$ cat src/rtl/noc_length_to_last.sv
// Purpose : unpack one length-tagged message (payload + byte count) into a stream of beats with last on the final beat.
// Latency : 1 cycle from enq to first beat; back-to-back messages flow through with no idle cycle.
// Backpr. : beat holds while deq__ENA=0; enq__RDY drops until the final beat of the held message is taken.
//
// Ports:
//   CLK, RST              clock, asynchronous active-high reset
//   enq__ENA/enq__RDY     message handshake; enq_v payload (byte 0 = bits [7:0]), enq_size length in bytes
//   deq__ENA/deq__RDY     beat handshake
//   first, first__RDY     current beat data and its valid (same as deq__RDY)
//   last, last__RDY       final-beat flag and its valid (same as deq__RDY)
module noc_length_to_last #(
    parameter int DATA_WIDTH = 128,
    parameter int BEAT_WIDTH = 32
) (
    input  logic                  CLK,
    input  logic                  RST,
    input  logic                  enq__ENA,
    input  logic [DATA_WIDTH-1:0] enq_v,
    input  logic [15:0]           enq_size,
    output logic                  enq__RDY,
    input  logic                  deq__ENA,
    output logic                  deq__RDY,
    output logic [BEAT_WIDTH-1:0] first,
    output logic                  first__RDY,
    output logic                  last,
    output logic                  last__RDY
);

    localparam int BYTES    = DATA_WIDTH / 8;
    localparam int BPB      = BEAT_WIDTH / 8;
    localparam int MAXBEATS = DATA_WIDTH / BEAT_WIDTH;
    localparam int IDX_W    = (MAXBEATS > 1) ? $clog2(MAXBEATS) : 1;
    localparam int NB_W     = $clog2(MAXBEATS + 1);

    localparam logic [15:0] BYTES16 = 16'(BYTES);
    localparam logic [15:0] BPB16   = 16'(BPB);

    localparam logic [0:0] ST_IDLE = 1'b0;
    localparam logic [0:0] ST_SEND = 1'b1;

    logic [0:0]            state;
    logic [IDX_W-1:0]      idx;
    logic [NB_W-1:0]       nbeats;
    logic [DATA_WIDTH-1:0] buffer;
    logic [15:0]           size_q;   // effective (clamped) byte count of the held message

    logic [15:0]           eff_size;
    logic [NB_W-1:0]       nbeats_in;
    logic                  in_send;
    logic                  is_final;
    logic                  enq_fire;
    logic                  deq_fire;
    logic [15:0]           beat_base;
    logic [BEAT_WIDTH-1:0] beat_dat;

    // Lengths beyond the payload width are clamped; beat count rounds up.
    assign eff_size  = (enq_size > BYTES16) ? BYTES16 : enq_size;
    assign nbeats_in = NB_W'((eff_size + (BPB16 - 16'd1)) / BPB16);

    assign in_send  = (state == ST_SEND);
    assign is_final = (NB_W'(idx) == (nbeats - 1'b1));

    assign deq__RDY   = in_send;
    assign first__RDY = in_send;
    assign last__RDY  = in_send;
    assign last       = in_send & is_final;

    // Flow-through: taking the final beat frees the buffer in the same cycle,
    // so the next message may load without an idle cycle. Deliberately
    // independent of enq__ENA.
    assign enq__RDY = ~in_send | (deq__ENA & last);

    assign enq_fire = enq__ENA & enq__RDY;
    assign deq_fire = deq__ENA & in_send;

    // Byte lanes past the message length only occur on the final beat; they
    // are zeroed so stale payload bits never leak out.
    always_comb begin
        beat_base = 16'(idx) * BPB16;
        beat_dat  = buffer[idx*BEAT_WIDTH +: BEAT_WIDTH];
        for (int b = 0; b < BPB; b++) begin
            if (is_final && ((beat_base + 16'(b)) >= size_q)) begin
                beat_dat[b*8 +: 8] = 8'h00;
            end
        end
        first = in_send ? beat_dat : '0;
    end

    always_ff @(posedge CLK or posedge RST) begin
        if (RST) begin
            state  <= ST_IDLE;
            idx    <= '0;
            nbeats <= '0;
            buffer <= '0;
            size_q <= '0;
        end else if (enq_fire && (eff_size != 16'd0)) begin
            // Also covers the flow-through case: the final beat leaves as the
            // new message lands, so state stays SEND with idx restarted.
            buffer <= enq_v;
            size_q <= eff_size;
            nbeats <= nbeats_in;
            idx    <= '0;
            state  <= ST_SEND;
        end else if (deq_fire) begin
            // A zero-length enq arriving with the final deq lands here and is
            // simply dropped.
            if (is_final) begin
                state <= ST_IDLE;
                idx   <= '0;
            end else begin
                idx <= idx + 1'b1;
            end
        end
    end

endmodule

$ cat config.mk
export PLATFORM = sky130hd
export DESIGN_NAME = noc_length_to_last
export DESIGN_NICKNAME = d
export VERILOG_FILES = /design/src/rtl/noc_length_to_last.sv
export SDC_FILE = /design/constraint.sdc
export NUM_CORES = 1
export LEC_CHECK = 0
export CORE_UTILIZATION = 53
export DETAILED_ROUTE_END_ITERATION = 10
export PLACE_DENSITY = 0.86
export SYNTH_ARGS = -nofsm -noshare
export SYNTH_HDL_FRONTEND = slang
export SYNTH_SLANG_ARGS = --single-unit
$ cat constraint.sdc
create_clock -name CLK -period 15.9 [get_ports CLK]
set_input_delay 4.77 -clock CLK [delete_from_list [all_inputs] [get_ports CLK]]
set_output_delay 4.77 -clock CLK [all_outputs]
set_load 0.01 [all_outputs]
# Yosys cells after proc, flatten, opt, wreduce, memory -nomap -nowiden
# Cells that the tools add are included.
op_classes:
  n_mux: 12
  magnitude_cmp: 5
  bitwise_logic: 6
  shifts: 1
  n_reduce_logical: 9
  add_sub_neg: 6
  n_eq_ne: 1
op_table:
  columns: ["operator", "n"]
  rows:
  - ["$shiftx 128x8->32", 1]
  - ["$ge 5x16->1", 3]
  - ["$mux 32", 1]
  - ["$mux 8", 4]
  - ["$ge 4x16->1", 1]
  - ["$gt 16x5->1 const B", 1]
  - ["$mux 16", 1]
  - ["$reduce_bool 16->1", 1]
  - ["$add 4x2->5 const B", 2]
  - ["$mux 2", 3]
  - ["$add 4x1->5 const B", 1]
  - ["$add 5x2->5 const B", 1]
  - ["$logic_and 1x1->1", 5]
  - ["$and 1x1->1", 4]
  - ["$reduce_bool 2->1", 2]
  - ["$eq 2x3->1", 1]
  - ["$mux 1", 3]
  - ["$sub 3x1->3 const B", 1]
  - ["$add 2x1->2 const B", 1]
  - ["$reduce_and 2->1", 1]
  - ["$not 1->1", 1]
  - ["$or 1x1->1", 1]
word_totals:
  ff_bits: 150
  output_inout_bits: 37
  inputBits: 148
  elab_cells: 45

# Depth between registers and ports, before layout
logic_depth:
  depth_word: 9
  ltp_mapped: 9

# Worst setup path before layout
# Ideal clock, no wire load.
synth_timing:
  path_type: "input-to-output"
  startpoint: "in deq__ENA"
  endpoint: "out enq__RDY"
  cell_stages: 2
  slack_ns: 6.029
  t_required_ns: 11.130
  arrival_time_ns: 5.101
  cell_sequence: "inv_1 -> o21ai_0"
synth_between:
  elab_chain_len: 2
synth_rtl:
  columns: ["element", "line", "text"]
  rows:
  - ["start: declaration", "21", "input logic deq__ENA,"]
  - ["$and 1x1->1", "71", "assign enq__RDY = ~in_send | (deq__ENA & last);"]
  - ["$or 1x1->1", "71", null]
  - ["end: declaration", "20", "output logic enq__RDY,"]
# Every way passes these cells.

# Final worst setup path
# Same ends and word-level chain as after synthesis.

==> results.md <==
- The Yosys step of the flow raised 0 warnings.
- Buffers added to address setup during post-CTS repair amount to 0.
- The H-tree level count is 4.
- Of the synthesized area, sequential elements account for 0.529.
- STA classifies the critical path endpoint as an output port.
- Of the total power, the share spent switching nets is 0.284.
- For this run, the top clock speed supported by timing is 0.0910 GHz.
- Of the total power, combinational logic draws 0.422.
- After synthesis, the share of cell area in mux cells is 0.327.
- The area of the core region is 0.0128 mm2.
- The first global-routing pass estimated 27.2 mm of wire.
- The synthesized netlist occupies a cell area of 0.00710 mm2.
- The worst path meets setup with 4.91 ns of slack.
- After detailed placement, the design holds a cell count of 795.
- The critical path class is primary input to output port.
- The worst setup path is launched from a primary input.
- Entering global routing, the biggest net connects 85 pins.
- In this run, synthesis inferred 0 flip-flops with an integrated enable.
- The complex-gate fraction of the synthesized area is 0.0286.
- The via count of the first global-routing pass came to 5117.
- Clock-pin slew was measured on the worst setup and hold paths at 0.05 ns.
- Of the cells placed in the final design, the portion with a size suffix greater than 1 is 0.315.
- For this run, the share of the core covered by cells in the final layout is 0.751.
- The number of max-cap violations is 0.
- After the first detailed-routing iteration, the DRC count stood at 237.
- The critical path goes through clkdlybuf4s50_1 > inv_1 > o21ai_0 > clkdlybuf4s50_1.
- For this block, the routed nets add up to 16.4 mm of wire.
- The total number of clock tree sinks is 150.
- Summed over all layers, the global routing overflow is 0.
- Summed over all cells, the static leakage comes to 4.19 nW.
- The cell family contributing the most delay on the critical path is buffers and inverters.
- For the pin with the worst max-slew slack, the measured transition is 1.08 ns.
- In this run the power density over the cells is 192 mW/mm2.
- Once layout is complete, the cells apart from fillers number 827.
- Before antenna repair, the detailed router went through 4 iterations.
- The floorplan die area is 0.0139 mm2.
- The proportion of power drawn by the clock network is 0.219.
- Routability-driven placement finished with a final weighted congestion of 0.777.
- The sequential share of power is 0.359.
- Data on the critical path arrives at its endpoint at 6.22 ns.
- Setup repair after global routing left no endpoint under its margin.
- The worst hold-check path type is flop to flop.
- Summing all multi-input logic gate instances after layout gives 0.00312 mm2.
- The proportion of synthesized flip-flops having asynchronous set or reset is 1.00.
- The initial antenna violation count is 0.
- The detailed-placement wirelength estimate is 11.0 mm.
- Pin placement for this block handled 185 I/O pins.
- Buffers placed on the I/O ports in this run total 184.
- For this run, design rule violations remaining after detail routing come to 0.
- IR analysis of the VDD net gives a maximum drop of 0.115 mV.
- For the finished layout, the period the worst path requires is 10.99 ns.
- Setup violations remaining at the end of the flow were counted as 0.
- The CTS tree is built.
- The tree is rooted in a sky130_fd_sc_hd__clkbuf_16.
- The internal power summed over all cells is 0.00133 W.
- Counting along the longest clock path gives a buffer depth of 2.
- In the routed layout, each cell is associated on average with a via count of 5.54.
- The commonest register cell after synthesis is sky130_fd_sc_hd__dfrtp_1.
- The final worst clock skew is 0.00734 ns.
- The fraction of the mapped netlist area in adder cells is 0.00705.
- In this run, CTS created clock tree buffers numbering 17.
- The total power is 0.00185 W.
- The post-CTS resize count is 0.
- For this run, the post-layout net count is 794.
- The number of different library cells in the post-synthesis netlist is 43.
- The flow ran to the end, and the final reports show no timing, DRC or antenna violations.
- The synthesized instance count is 463.
- The die is 118 um tall.
- The combinational family with the most area after synthesis is multiplexers.
- The count of nets left with antenna violations once routing finished came out at 0.
- In the final routed layout, each cell accounts on average for 19.9 um.
- The routed via count is 4585.
- The xor-xnor portion of the synthesized cell area is 0.00723.
- The simple-gate portion of the synthesized area is 0.0670.
- Registers take 0.00376 mm2.
- In the global route stage, overall resource usage came out at 0.256.
- In the finished design, the share of the clock period the worst path needs comes to 0.691.
- The initial utilization of the core area, before any placement, comes to 0.554.
- Measured against its own limit, the worst slew margin works out to 0.283.
- The count of standard-cell rows is 41.
- The net count after synthesis is 615.
- The antenna diode count is 0.
- The post-place setup slack is 4.94 ns.
- At the later pin of the worst-skew pair, clock insertion delay measures 0.42 ns.
- On the worst path, the slowest cell contributes a delay of 0.59 ns.
- The die is 118 um wide.
- Data on the critical path is required at its endpoint by 11.13 ns.
- From synthesis to final layout, the design area changed by 35.7%.
- The most numerous cell type found on the critical path is sky130_fd_sc_hd__clkdlybuf4s50_1.
- The max-slew violation count is 0.
- The post-synthesis area per instance is 15.3 um2.
- The number of buffers added to fix hold violations after cts is 0.
- The final-report hold violation count is 0.
- The cell type of the slowest stage on the worst timing path is sky130_fd_sc_hd__clkdlybuf4s50_1.
- The synthesis-stage register bit count is 150.
- The maximum fanout along the worst path is 6.
- In the final timing run, aggregate negative setup slack is 0 ns.
- The power spent charging and discharging nets is 0.000527 W.
- The library cells used most frequently in the layout, excluding fill and tap cells, are sky130_fd_sc_hd__clkdlybuf4s50_1 (184), sky130_fd_sc_hd__dfrtp_1 (148), sky130_fd_sc_hd__mux2_2 (95).
- Counting the fill cells in the layout gives 831.
- Together, buffers and inverters on the worst path number 3.
- The most frequent standard cell in the layout excluding fill and tap cells is sky130_fd_sc_hd__clkdlybuf4s50_1.
-- cell families after synthesis --
| kind of cell | Yosys count |
|---|---|
| buffers and inverters | 42 |
| multiplexers | 163 |
| AO/OA/AOI/OAI | 26 |
| AND/OR/NAND/NOR | 73 |
| flip-flops | 150 |
| adder cells (fa/ha/maj) | 4 |
| XOR/XNOR | 5 |
-- path summary, 6_finish.rpt --
path	from	to	slack (ns)	depth (start not counted)
max in group asynchronous	RST	size_q[5]	9.63	3
worst min register to register	size_q[10]	size_q[10]	0.48	1
worst min-delay path	size_q[10]	size_q[10]	0.48	1
min in group asynchronous	RST	buffer[65]	4.83	2
worst max register to register	idx[0]	buffer[109]	11.91	5
worst max-delay path	deq__ENA	enq__RDY	4.91	4
-- area by class of cell --
type,count,area share
well taps,172,0.0223
clock inverters,8,0.00974
multi-input cells,271,0.323
flip-flops and latches,150,0.390
clock buffers,24,0.0531
repair buffers,191,0.197
inverters,11,0.00481
-- worst register-to-register path, cell delays in order (launching register included) --
cell and delay, ns:
sky130_fd_sc_hd__dfrtp_2 1.08, sky130_fd_sc_hd__xnor2_1 0.28, sky130_fd_sc_hd__o41ai_4 0.20, sky130_fd_sc_hd__a21bo_4 0.87, sky130_fd_sc_hd__buf_4 0.99, sky130_fd_sc_hd__mux2_2 0.46
-- flip-flops by register name, summed over array words and instances (netlist names) --
signal	cells
buffer	128
size_q	16
nbeats	3
idx	2
deq__RDY	1
-- Yosys cell counts, types with 3 or more instances --
cell type	count	area, um2
sky130_fd_sc_hd__buf_6	7	78.8
sky130_fd_sc_hd__ha_1	4	50.1
sky130_fd_sc_hd__nor3b_1	33	248
sky130_fd_sc_hd__clkbuf_1	7	26.3
sky130_fd_sc_hd__nor4_1	7	43.8
sky130_fd_sc_hd__a211oi_1	4	30.0
sky130_fd_sc_hd__and2_1	11	68.8
sky130_fd_sc_hd__mux2_4	34	510
sky130_fd_sc_hd__nor2_1	3	11.3
sky130_fd_sc_hd__mux2_2	95	1070
sky130_fd_sc_hd__buf_1	4	15.0
sky130_fd_sc_hd__inv_1	11	41.3
sky130_fd_sc_hd__o21ai_0	8	40.0
sky130_fd_sc_hd__dfrtp_1	150	3750
sky130_fd_sc_hd__nand2_1	6	22.5
sky130_fd_sc_hd__xnor2_1	3	26.3
sky130_fd_sc_hd__and3_1	4	25.0
sky130_fd_sc_hd__buf_2	10	50.1
sky130_fd_sc_hd__mux4_2	31	698
-- metal layers --
layer / GRT usage / part of all wire / up-vias
li1: - / - / 2064
met1: 0.310 / 0.40 / 2347
met2: 0.427 / 0.52 / 139
met3: 0.0547 / 0.040 / 35
met4: 0.141 / 0.038 / 0
met5: 0 / 0 / -
-- power groups by stage --
stage / Clock [W] / Combinational, W / Sequential (W)
floorplan: 0 / 0.000534 / 0.000612
global placement: 0 / 0.000756 / 0.000655
detailed placement: 0 / 0.000781 / 0.000671
CTS: 0.000412 / 0.000789 / 0.000667
global route: 0.000430 / 0.000835 / 0.000687
finish: 0.000406 / 0.000782 / 0.000666
-- per-stage QoR --
stage	hold slack (ns)	instance area [um2]
final	0.484	9630
after global routing	0.503	9630
after CTS	0.489	9630
after detailed placement	0.472	9030
after global placement	0.469	9030
after floorplan	0.454	7100
Power figures use the tool's default switching activity.
